[src/rtl/hazard_unit_pkg.sv]
// -----------------------------------------------------------------------------
// hazard_unit_pkg
// Shared definitions for the ID-stage hazard unit: register/data widths,
// forwarding-select encodings, the shadow-pipeline stage record and a helper
// that picks the bypass source for one operand.
// -----------------------------------------------------------------------------
package hazard_unit_pkg;

    localparam int REG_W  = 5;
    localparam int DATA_W = 32;

    localparam logic [1:0] FWD_REG = 2'd0;
    localparam logic [1:0] FWD_MEM = 2'd1;
    localparam logic [1:0] FWD_WB  = 2'd2;

    // One shadow-pipeline stage: who is written, whether, and by a load.
    typedef struct packed {
        logic [REG_W-1:0] dst;
        logic             we;
        logic             is_load;
    } shadow_t;

    localparam shadow_t SHADOW_BUBBLE = '{dst: 5'd0, we: 1'b0, is_load: 1'b0};

    // Youngest non-load producer wins; a MEM load is never a bypass source
    // because its data only exists in WB (the stall logic covers that case).
    function automatic logic [1:0] fwd_pick(input logic mem_hit,
                                            input logic mem_is_load,
                                            input logic wb_hit);
        logic [1:0] sel;
        if (mem_hit && !mem_is_load) begin
            sel = FWD_MEM;
        end else if (wb_hit) begin
            sel = FWD_WB;
        end else begin
            sel = FWD_REG;
        end
        return sel;
    endfunction

endpackage

[src/rtl/hazard_match.sv]
// -----------------------------------------------------------------------------
// hazard_match
// Combinational compare of one source operand against one shadow stage.
// Ports:
//   src_reg  - source register number read by the ID instruction
//   src_used - the ID instruction actually reads src_reg
//   dst      - destination register held in the shadow stage
//   we       - the shadow stage writes the register file
//   hit      - operand depends on this stage ($0 never hits)
// -----------------------------------------------------------------------------
module hazard_match
    import hazard_unit_pkg::*;
(
    input  logic [REG_W-1:0] src_reg,
    input  logic             src_used,
    input  logic [REG_W-1:0] dst,
    input  logic             we,
    output logic             hit
);

    // Dependency detect; $0 is hard-wired so it is excluded explicitly.
    always_comb begin
        if (src_used && (src_reg != {REG_W{1'b0}}) && we && (dst == src_reg)) begin
            hit = 1'b1;
        end else begin
            hit = 1'b0;
        end
    end

endmodule

[src/rtl/hazard_unit.sv]
// -----------------------------------------------------------------------------
// hazard_unit
// ID-stage hazard detection. Keeps a private shadow of {dst, we, is_load} for
// EX, MEM and WB, derives the RAW stall and the rs/rt bypass selects, and
// tracks mult/div occupancy of HI/LO.
//
// Build option: HAZARD_FORWARD_EN
//   defined     - MEM/WB bypassing; stall only on EX hits and MEM-load hits.
//   not defined - selects tied to FWD_REG; any EX/MEM/WB hit stalls until the
//                 producer has retired and the register file holds the value.
//
// Ports:
//   clk, rst                 - clock, synchronous active-high reset
//   id_valid, id_flush       - ID holds a real / killed instruction
//   id_rs, id_rt             - source registers, id_rs_used/id_rt_used qualify
//   id_dst, id_we            - destination and write enable
//   id_is_load               - instruction is a load
//   id_is_muldiv             - instruction starts a mult/div
//   id_reads_hilo            - mfhi/mflo
//   stall                    - freeze PC and IF/ID, bubble into EX
//   fwd_rs_sel, fwd_rt_sel   - 0 regfile, 1 MEM data, 2 WB data
//   hilo_busy                - mult/div result not yet in HI/LO
// -----------------------------------------------------------------------------
module hazard_unit
    import hazard_unit_pkg::*;
#(
    parameter int MULDIV_LATENCY = 4,
    parameter int CNT_W          = 4
) (
    input  logic             clk,
    input  logic             rst,
    input  logic             id_valid,
    input  logic             id_flush,
    input  logic [REG_W-1:0] id_rs,
    input  logic [REG_W-1:0] id_rt,
    input  logic             id_rs_used,
    input  logic             id_rt_used,
    input  logic [REG_W-1:0] id_dst,
    input  logic             id_we,
    input  logic             id_is_load,
    input  logic             id_is_muldiv,
    input  logic             id_reads_hilo,
    output logic             stall,
    output logic [1:0]       fwd_rs_sel,
    output logic [1:0]       fwd_rt_sel,
    output logic             hilo_busy
);

    localparam logic [CNT_W-1:0] CNT_LOAD = CNT_W'(MULDIV_LATENCY);
    localparam logic [CNT_W-1:0] CNT_ONE  = CNT_W'(1);
    localparam logic [CNT_W-1:0] CNT_ZERO = CNT_W'(0);

    shadow_t          ex_r, mem_r, wb_r;
    shadow_t          stage_s [3];
    logic [CNT_W-1:0] cnt_r;

    logic [2:0]       rs_hit_s, rt_hit_s;   // index 0 = EX, 1 = MEM, 2 = WB
    logic             id_live_s;
    logic             raw_stall_s;
    logic             hilo_busy_s;
    logic             stall_s;
    logic             issue_s;
    logic [1:0]       fwd_rs_s, fwd_rt_s;
    logic             unused_shadow_s;

    assign stage_s[0] = ex_r;
    assign stage_s[1] = mem_r;
    assign stage_s[2] = wb_r;

    for (genvar g = 0; g < 3; g++) begin : g_match
        hazard_match u_rs_match (
            .src_reg (id_rs),
            .src_used(id_rs_used),
            .dst     (stage_s[g].dst),
            .we      (stage_s[g].we),
            .hit     (rs_hit_s[g])
        );
        hazard_match u_rt_match (
            .src_reg (id_rt),
            .src_used(id_rt_used),
            .dst     (stage_s[g].dst),
            .we      (stage_s[g].we),
            .hit     (rt_hit_s[g])
        );
    end

    // WB is_load is kept for a uniform stage record but never consulted.
    assign unused_shadow_s = wb_r.is_load;

    assign id_live_s   = id_valid & ~id_flush;
    assign hilo_busy_s = (cnt_r != CNT_ZERO);

    // RAW hazard and bypass selection for both operands.
    always_comb begin
        raw_stall_s = 1'b0;
        fwd_rs_s    = FWD_REG;
        fwd_rt_s    = FWD_REG;
`ifdef HAZARD_FORWARD_EN
        // EX results are not yet available; a load in MEM only delivers in WB.
        raw_stall_s = rs_hit_s[0] | rt_hit_s[0]
                    | (mem_r.is_load & (rs_hit_s[1] | rt_hit_s[1]));
        fwd_rs_s    = fwd_pick(rs_hit_s[1], mem_r.is_load, rs_hit_s[2]);
        fwd_rt_s    = fwd_pick(rt_hit_s[1], mem_r.is_load, rt_hit_s[2]);
`else
        // No bypass paths: wait until the producer has left WB.
        raw_stall_s = (|rs_hit_s) | (|rt_hit_s) | (mem_r.is_load & 1'b0);
`endif
    end

    // A killed or empty ID slot never stalls; flush therefore beats stall.
    always_comb begin
        if (id_live_s) begin
            stall_s = raw_stall_s
                    | (hilo_busy_s & (id_reads_hilo | id_is_muldiv));
        end else begin
            stall_s = 1'b0;
        end
    end

    assign issue_s = id_live_s & id_is_muldiv & ~stall_s;

    // Shadow pipeline advance and mult/div occupancy counter.
    always_ff @(posedge clk) begin
        if (rst) begin
            ex_r  <= SHADOW_BUBBLE;
            mem_r <= SHADOW_BUBBLE;
            wb_r  <= SHADOW_BUBBLE;
            cnt_r <= CNT_ZERO;
        end else begin
            wb_r  <= mem_r;
            mem_r <= ex_r;
            if (id_live_s && !stall_s) begin
                ex_r <= '{dst: id_dst, we: id_we, is_load: id_is_load};
            end else begin
                ex_r <= SHADOW_BUBBLE;
            end
            if (issue_s) begin
                cnt_r <= CNT_LOAD;
            end else if (hilo_busy_s) begin
                cnt_r <= cnt_r - CNT_ONE;
            end else begin
                cnt_r <= CNT_ZERO;
            end
        end
    end

    assign stall      = stall_s;
    assign fwd_rs_sel = fwd_rs_s;
    assign fwd_rt_sel = fwd_rt_s;
    assign hilo_busy  = hilo_busy_s;

endmodule

[config.mk]
export PLATFORM = sky130hd
export DESIGN_NAME = hazard_unit
export DESIGN_NICKNAME = d
export VERILOG_FILES = /design/src/rtl/hazard_unit_pkg.sv /design/src/rtl/hazard_match.sv /design/src/rtl/hazard_unit.sv
export SDC_FILE = /design/constraint.sdc
export NUM_CORES = 1
export LEC_CHECK = 0
export BUFFER_PORTS_ARGS = -buffer_cell sky130_fd_sc_hd__buf_2
export CELL_PAD_IN_SITES_DETAIL_PLACEMENT = 0
export CELL_PAD_IN_SITES_GLOBAL_PLACEMENT = 1
export CORE_AREA = 8 8 91 52
export DETAILED_ROUTE_END_ITERATION = 8
export DIE_AREA = 0 0 99 60
export PLACE_DENSITY_LB_ADDON = 0.1
export SLEW_MARGIN = 20
export SYNTH_ARGS = -nofsm -noshare
export SYNTH_HDL_FRONTEND = slang
export SYNTH_SLANG_ARGS = --single-unit
[constraint.sdc]
create_clock -name clk -period 1.4 [get_ports clk]
set_input_delay 0.07 -clock clk [delete_from_list [all_inputs] [get_ports clk]]
set_output_delay 0.07 -clock clk [all_outputs]
set_load 0.01 [all_outputs]
## Word level (Yosys, flattened, before mapping)

Index checks and enable logic that the tools add are counted.

- Add/subtract/negate cells: 1
- Equality and inequality tests: 6
- Mux-type cells: 9
- Bitwise logic cells: 11
- Reduce and logical (&&, ||, !) cells: 23

Operators with widths:

| operator | number |
|---|---|
| == test 5 bit | 6 |
| logical AND 1 bit | 15 |
| nonzero test 5 bit | 2 |
| OR reduction 3 bit | 3 |
| 2-to-1 mux 1 bit | 7 |
| 2-to-1 mux 3 bit | 2 |
| bitwise AND 1 bit | 4 |
| inverter 1 bit | 4 |
| nonzero test 4 bit | 1 |
| subtractor 4 x 1 -> 4 bit (second input constant) | 1 |
| bitwise OR 1 bit | 3 |
| OR reduction 2 bit | 1 |
| zero test 1 bit | 1 |

- Register bits: 22
- Input bits: 25
- Output and inout port bits: 6
- Word-level logic and storage cells: 58

## Logic depth before layout (Yosys ltp)

Gate-level depths: netlist of run 1.

- Word-level depth: 13
- Depth in mapped cells: 7
- Depth with buffers taken out: 7

## Modules after synthesis

Synthesis of run 1 repeated with hierarchy kept, for this count alone.

- Cells, all modules: 129
- Area, all modules: 1209.9 um2

By module, submodules not included:

| module | times used | cells an instance | area an instance (um2) | seq. area each (um2) |
|---|---|---|---|---|
| hazard_unit | 1 | 69 | 752.0 | 440.4 |
| hazard_match | 6 | 10 | 76.3 | 0.0 |

## Worst setup path before layout of run 1

OpenSTA, ideal clock, no wires.

- Path kind: register -> register
- From: reg mem_r[4] in the netlist's numbering
- To: reg cnt_r[2]
- Data arrival time: 1281 ps
- Slack: 3 ps
- Cell stages (with the launch flop): 6
- Path buffers: 0
- Path through: dfxtp_1 xor2_1 nor4_1 nand3_1 a31o_1 a41o_1

- Longest elaborated chain between the ends: 10

RTL lines:

| element | RTL line | RTL |
|---|---|---|
| start: declaration | hazard_unit.sv:53 | `shadow_t ex_r, mem_r, wb_r;` |
| start signal: assignment | hazard_unit.sv:131 | `mem_r <= ex_r;` |
| == test 5 bit | hazard_match.sv:23 | `if (src_used && (src_reg != {REG_W{1'b0}}) && we && (dst == src_reg)) begin` |
| logical AND 1 bit | hazard_match.sv:23 |  |
| 2-to-1 mux 1 bit | hazard_match.sv:23 |  |
| OR reduction 3 bit | hazard_unit.sv:106 | `raw_stall_s = (\|rs_hit_s) \| (\|rt_hit_s) \| (mem_r.is_load & 1'b0);` |
| bitwise OR 1 bit (*) | hazard_unit.sv:106 |  |
| bitwise OR 1 bit (*) | hazard_unit.sv:114 | `\| (hilo_busy_s & (id_reads_hilo \| id_is_muldiv));` |
| 2-to-1 mux 1 bit (*) | hazard_unit.sv:112 | `if (id_live_s) begin` |
| inverter 1 bit (*) | hazard_unit.sv:120 | `assign issue_s = id_live_s & id_is_muldiv & ~stall_s;` |
| bitwise AND 1 bit (*) | hazard_unit.sv:120 |  |
| 2-to-1 mux 3 bit (*) | hazard_unit.sv:137 | `if (issue_s) begin` |
| end signal: assignment | hazard_unit.sv:140 | `cnt_r <= cnt_r - CNT_ONE;` |
| end: declaration | hazard_unit.sv:55 | `logic [CNT_W-1:0] cnt_r;` |

Mark *: on every way between the ends. The rest lies on a longest branch, timed or not.
A chain may end at the register's enable or synchronous reset.

## Worst setup path after layout of run 1

- From: reg mem_r[6] in the netlist's numbering
- To: out stall

- Longest elaborated chain between the ends: 7

RTL lines:

| element | RTL line | RTL |
|---|---|---|
| == test 5 bit | hazard_match.sv:23 |  |
| logical AND 1 bit | hazard_match.sv:23 |  |
| 2-to-1 mux 1 bit | hazard_match.sv:23 |  |
| OR reduction 3 bit | hazard_unit.sv:106 |  |
| bitwise OR 1 bit (*) | hazard_unit.sv:106 |  |
| bitwise OR 1 bit (*) | hazard_unit.sv:114 |  |
| 2-to-1 mux 1 bit (*) | hazard_unit.sv:112 |  |
| end: declaration | hazard_unit.sv:43 | `output logic stall,` |

Marks and branches as above.

==> impl_metrics.ini, run 1 <==
[finish]
drive_gt1_share_pct = 39.7
fillers = 355
diodes = 0
post-route-util_pct = 44.2
finish.instance_area_um2 = 1580
area_growth_pct = 39.6
nets = 201

[critical_path]
critPathCaptureType = output pin
cp-start-kind = register
worstPathArrival_ps = 1800
reg2regPathDepth = 6
crit_chain = xor2_1, nor4_1, nand3_1, a31o_1, a21oi_2, buf_2
r2r_setup_slack_ps = -290
r2r-start = mem_r[6]
path_max_fanout = 3
cpPeakStageDelay_ps = 350
reg2reg_to = ex_r[2]
cp_data_required_time_ps = 1330
crit_type = register to output pin
cp_slowest_cell = dfxtp_2

[sta]
period_share_pct = 134
slew_violations = 0
fin_hold_ws_ps = 7.30
setup_slack_ps = -472
max_freq_mhz = 534
hold_violations = 0
rsz0062_at_grt = yes
period_minus_slack_ps = 1870
finClkSkew_ps = 2.11
setup_violations = 8

[synth]
yosys_warnings = 0
yosysUniqueCellTypes = 29
yosys.area.top_type_share_pct = 38.9
yosysSeqAreaShare_pct = 38.9
synth_area_leaders = dfxtp_1 39%, xor2_1 19%, nor2b_1 6.6%, nor3_1 4.4%, xnor2_1 3.9%
synth_flop_cell = dfxtp_1
synth-edff-count = 0
synth_largest_area_cell = dfxtp_1
synth_area_um2 = 1130
syn_inst = 126
synth_common_cells = 25 x xor2_1, 22 x dfxtp_1, 12 x nor2b_1, 10 x nor3_1, 9 x nand2_1
async_flop_share_pct = 0
synth_most_common_cell = xor2_1
ys_seq_elements = 22
avgSynthCellArea_um2 = 9.00

[die]
fp.coreArea_um2 = 3580
initial_core_util_pct = 31.6
die_h_um = 60
rows = 16
die_w_um = 99
die-area_um2 = 5940
io-pin-count = 31

[clock_tree]
cts_max_level = 1
clock_latency_ps = 260
cts_hold_buf = 0
cts_made_buffers = 3
cts_root_buf = clkbuf_8
cts_tree = built
clk_pin_slew_ps = 80
clkSinkCount = 22
cts.path.max_buffers = 2

[detailed_routing]
drc = 0
post_drt_wl_per_cell_um = 14.8
num_vias = 986
finalWirelength_mm = 3.23
first_iter_violations = 27
drtPass1Iterations = 4
drtAntennaViolNets = 0
vias_per_cell = 4.50

[power_and_ir_drop]
ir_worst_vdd_v = 0.000464
leakage_nw = 0.714
total_power_w = 0.00212
power_density_nw_per_um2 = 1340

[global_route]
grt_max_degree = 17
grt_use_total_pct = 11.5
grt_pass1_vias = 1028
grt_pass1_wl_mm = 5.15
overflow = 0
antenna_found_initial = 0

[place]
dpl_worst_slack_ps = -195
dpl.hpwl_mm = 2.66
place_area_um2 = 1440
portBuffers = 25
place.gp.congestion = 0.780

[min_path]
min_from = id_dst[3]
worstHoldEndpoint = ex_r[5]
holdCritPathClass = input pin to register
whs_path_depth = 3

[outcome]
status = finished with violations
violations = negative setup slack

[flow_run]
maxCapViolCount = 0
[worst max-delay path, delay by kind of cell, from the launching register on]
kind	cells	cell delay (ps)
compound gates	2	420
flops	1	350
xor+xnor	1	160
simple gates	2	460
buf+inv	1	150
[layout make-up]
class | instances | area (um^2) | share of cell area [%]
flip-flops and latches | 22 | 447 | 28.2
repair buffers | 46 | 297 | 18.7
well taps | 45 | 56.3 | 3.56
clock buffers | 4 | 55.1 | 3.48
multi-input cells | 99 | 717 | 45.3
inverters | 3 | 11.3 | 0.711
[logic make-up after synthesis]
| logic type | synth area share [%] |
|---|---|
| AND/OR/NAND/NOR | 25.3 |
| XOR/XNOR | 23.2 |
| flip-flops | 38.9 |
| AO/OA/AOI/OAI | 7.28 |
| buffers and inverters | 3.97 |
| adder cells (fa/ha/maj) | 1.10 |
| other | 0.331 |
[through the flow]
stage / instances / setup TNS [ps]
after floorplan: 129 / 0
after global routing: 219 / -2830
final: 219 / -2260
after global placement: 213 / -1370
after CTS: 219 / -2330
after detailed placement: 213 / -1390
[worst max-delay path by stage]
stage | start | end | slack (ps) | cells after the start
2_1_floorplan | mem_r[4] | cnt_r[2] | 3 | 5
6_report | mem_r[6] | stall | -470 | 6
5_1_grt | mem_r[4] | stall | -520 | 7
3_5_place_dp | ex_r[5] | stall | -190 | 6
4_1_cts | mem_r[6] | stall | -450 | 6
3_3_place_gp | cnt_r[0] | ex_r[3] | -180 | 8
[metal layers]
layer	up-vias	wire, um	part of all wire [%]	track usage (%)
met1	435	1770	55	16.5
met2	32	1220	38	15.6
met3	2	220	6.8	3.60
met5	-	0	0	0
met4	0	20	0.62	3.24
li1	517	-	-	-
[state kept, by name, summed over array words and instances (netlist names)]
signal	cells
stage_s	6
ex_r	6
cnt_r	4
mem_r	6
[cell usage in the layout, fill, tap and decap left out, drive strengths merged, types with 2 or more instances in the layout]
cell     n
buf     46
conb     4
nand2b   2
a21oi    3
xor2    25
nor2     6
clkbuf   4
inv      3
nor4     6
xnor2    5
dfxtp   22
nor2b   12
nand3    3
a31oi    2
o21ai    2
nor3    10
nand2    9
[repair_timing]
action / 4_1_cts / 5_1_grt
gates resized for setup: 5 / 16
pin swaps: 10 / 7
endpoints found under the setup margin: 8 / 9
buffers inserted: 2 / 0
[where the power goes]
part	switching [W]	internal [W]
Combinational	0.000406	0.000486
Clock	0.000212	0.000251
Sequential	0.0000637	0.000700
(Power assumes the default switching activity.)
==> run 2: changes to the inputs <==
- CORE_AREA: 8 8 91 52 -> 8 8 67 69
- DIE_AREA: 0 0 99 60 -> 0 0 75 77
==> impl_metrics.ini, run 2 (synthesis results as in run 1) <==
[power_and_ir_drop]
ir_worst_vdd_v = 0.000922
p_int_w = 0.00129
seqPwrFrac_pct = 39.5
power_density_nw_per_um2 = 1230
switching_share_pct = 32.9
clock_power_share_pct = 15.0
combPwrFrac_pct = 45.5
p_sw_w = 0.000634
total_power_w = 0.00193
leakage_nw = 0.713

[finish]
post-route-util_pct = 44.9
fillers = 372
drive_gt1_share_pct = 36.7
area_growth_pct = 38.5
layout_common_cells = 25 x xor2_1, 24 x buf_2, 19 x buf_4
final_common_cell = xor2_1
nets = 205
diodes = 0

[global_route]
overflow = 0
grt_use_total_pct = 11.1
grt_pass1_vias = 1030
antenna_found_initial = 0
grt_pass1_wl_mm = 4.92
grt_max_degree = 12

[clock_tree]
cts.path.max_buffers = 2
cts_max_level = 1
cts_made_buffers = 3
cts_tree = built
clkSinkCount = 22
clock_latency_ps = 300
clk_pin_slew_ps = 120
cts_root_buf = clkbuf_4

[place]
dpl_worst_slack_ps = -181
place.gp.congestion = 0.870
portBuffers = 25
dpl.hpwl_mm = 2.42

[die]
rows = 22
fp.coreArea_um2 = 3500
die-area_um2 = 5780
initial_core_util_pct = 32.4
die_h_um = 77
io-pin-count = 31
die_w_um = 75

[sta]
setup_violations = 8
max_freq_mhz = 541
rsz0062_at_grt = yes
period_share_pct = 132
fin_hold_ws_ps = 27.7
finClkSkew_ps = 4.33
hold_violations = 0
slew_violations = 0
period_minus_slack_ps = 1850
setup_slack_ps = -448

[critical_path]
reg2reg_to = ex_r[3]
cp-startpoint = ex_r[5]
cp_data_required_time_ps = 1330
path_delay_family = simple AND/OR/NAND/NOR gates
crit_type = register to output pin
cp_slowest_cell = dfxtp_2
cp_num_buf_inv = 1
r2r-start = mem_r[2]
cp-start-kind = register
path_max_fanout = 3
worstPathArrival_ps = 1780
cpPeakStageDelay_ps = 360
critPathCaptureType = output pin
reg2regPathDepth = 7
r2r_setup_slack_ps = -400
crit_chain = xor2_1, nor4_1, nand3_1, a31o_1, a21oi_1, buf_2

[outcome]
status = finished with violations
violations = negative setup slack

[detailed_routing]
drc = 0
drtAntennaViolNets = 0
vias_per_cell = 4.38
post_drt_wl_per_cell_um = 13.7
first_iter_violations = 87
finalWirelength_mm = 3.09
num_vias = 986
drtPass1Iterations = 4

[flow_run]
maxCapViolCount = 0

[min_path]
holdCritPathClass = input pin to register
whs_path_depth = 2
worstHoldEndpoint = cnt_r[2]
min_from = id_is_muldiv
[run 2: worst max-delay path by stage]
stage,cells past startpoint,slack [ps],to
after floorplan,5,3,cnt_r[2]
after global placement,6,-180,stall
after detailed placement,5,-180,ex_r[3]
after CTS,6,-460,stall
after global routing,6,-540,stall
final,6,-450,stall
[run 2: metrics by stage]
| stage | setup TNS, ps | cells | area [um^2] |
|---|---|---|---|
| finish | -2850 | 225 | 1570 |
| global route | -3810 | 225 | 1570 |
| CTS | -2160 | 223 | 1540 |
| detailed placement | -1280 | 211 | 1400 |
| global placement | -1370 | 211 | 1400 |
| floorplan | 0 | 129 | 1140 |
[run 2: routing by layer]
metal	track usage, %	vias up	wire length [um]
met4	3.53	0	23
li1	-	519	-
met2	16.7	24	1410
met5	0	-	0
met3	3.25	2	154
met1	14.4	441	1500
[run 2: area by class of cell]
type / count / area [um^2] / area share, %
Timing Repair Buffer: 50 / 334 / 21.3
Tap cell: 48 / 60.1 / 3.82
Multi-Input combinational cell: 99 / 691 / 44.0
Clock buffer: 3 / 22.5 / 1.43
Inverter: 3 / 11.3 / 0.717
Sequential cell: 22 / 452 / 28.8
[run 2: what timing repair did]
action,CTS,global route
pin swaps,5,9
hold endpoints to repair,6,0
buffers inserted,3,2
hold buffers,6,0
resized for setup,11,7
endpoints found under the setup margin,9,9
[run 2: power by group through the flow]
stage | registers [W] | clock network [W] | logic (W)
2_1_floorplan | 0.000750 | 0 | 0.000381
3_3_place_gp | 0.000755 | 0 | 0.000696
3_5_place_dp | 0.000757 | 0 | 0.000697
4_1_cts | 0.000760 | 0.000305 | 0.000823
5_1_grt | 0.000768 | 0.000331 | 0.000973
6_report | 0.000762 | 0.000288 | 0.000877
[run 2: worst register-to-register path: stages (launching register included)]
cell and delay (ps):
dfxtp_2 360, xor2_1 160, nor4_1 290, nand3_1 170, buf_4 160, buf_4 120
a31oi_2 320, nor3_1 110
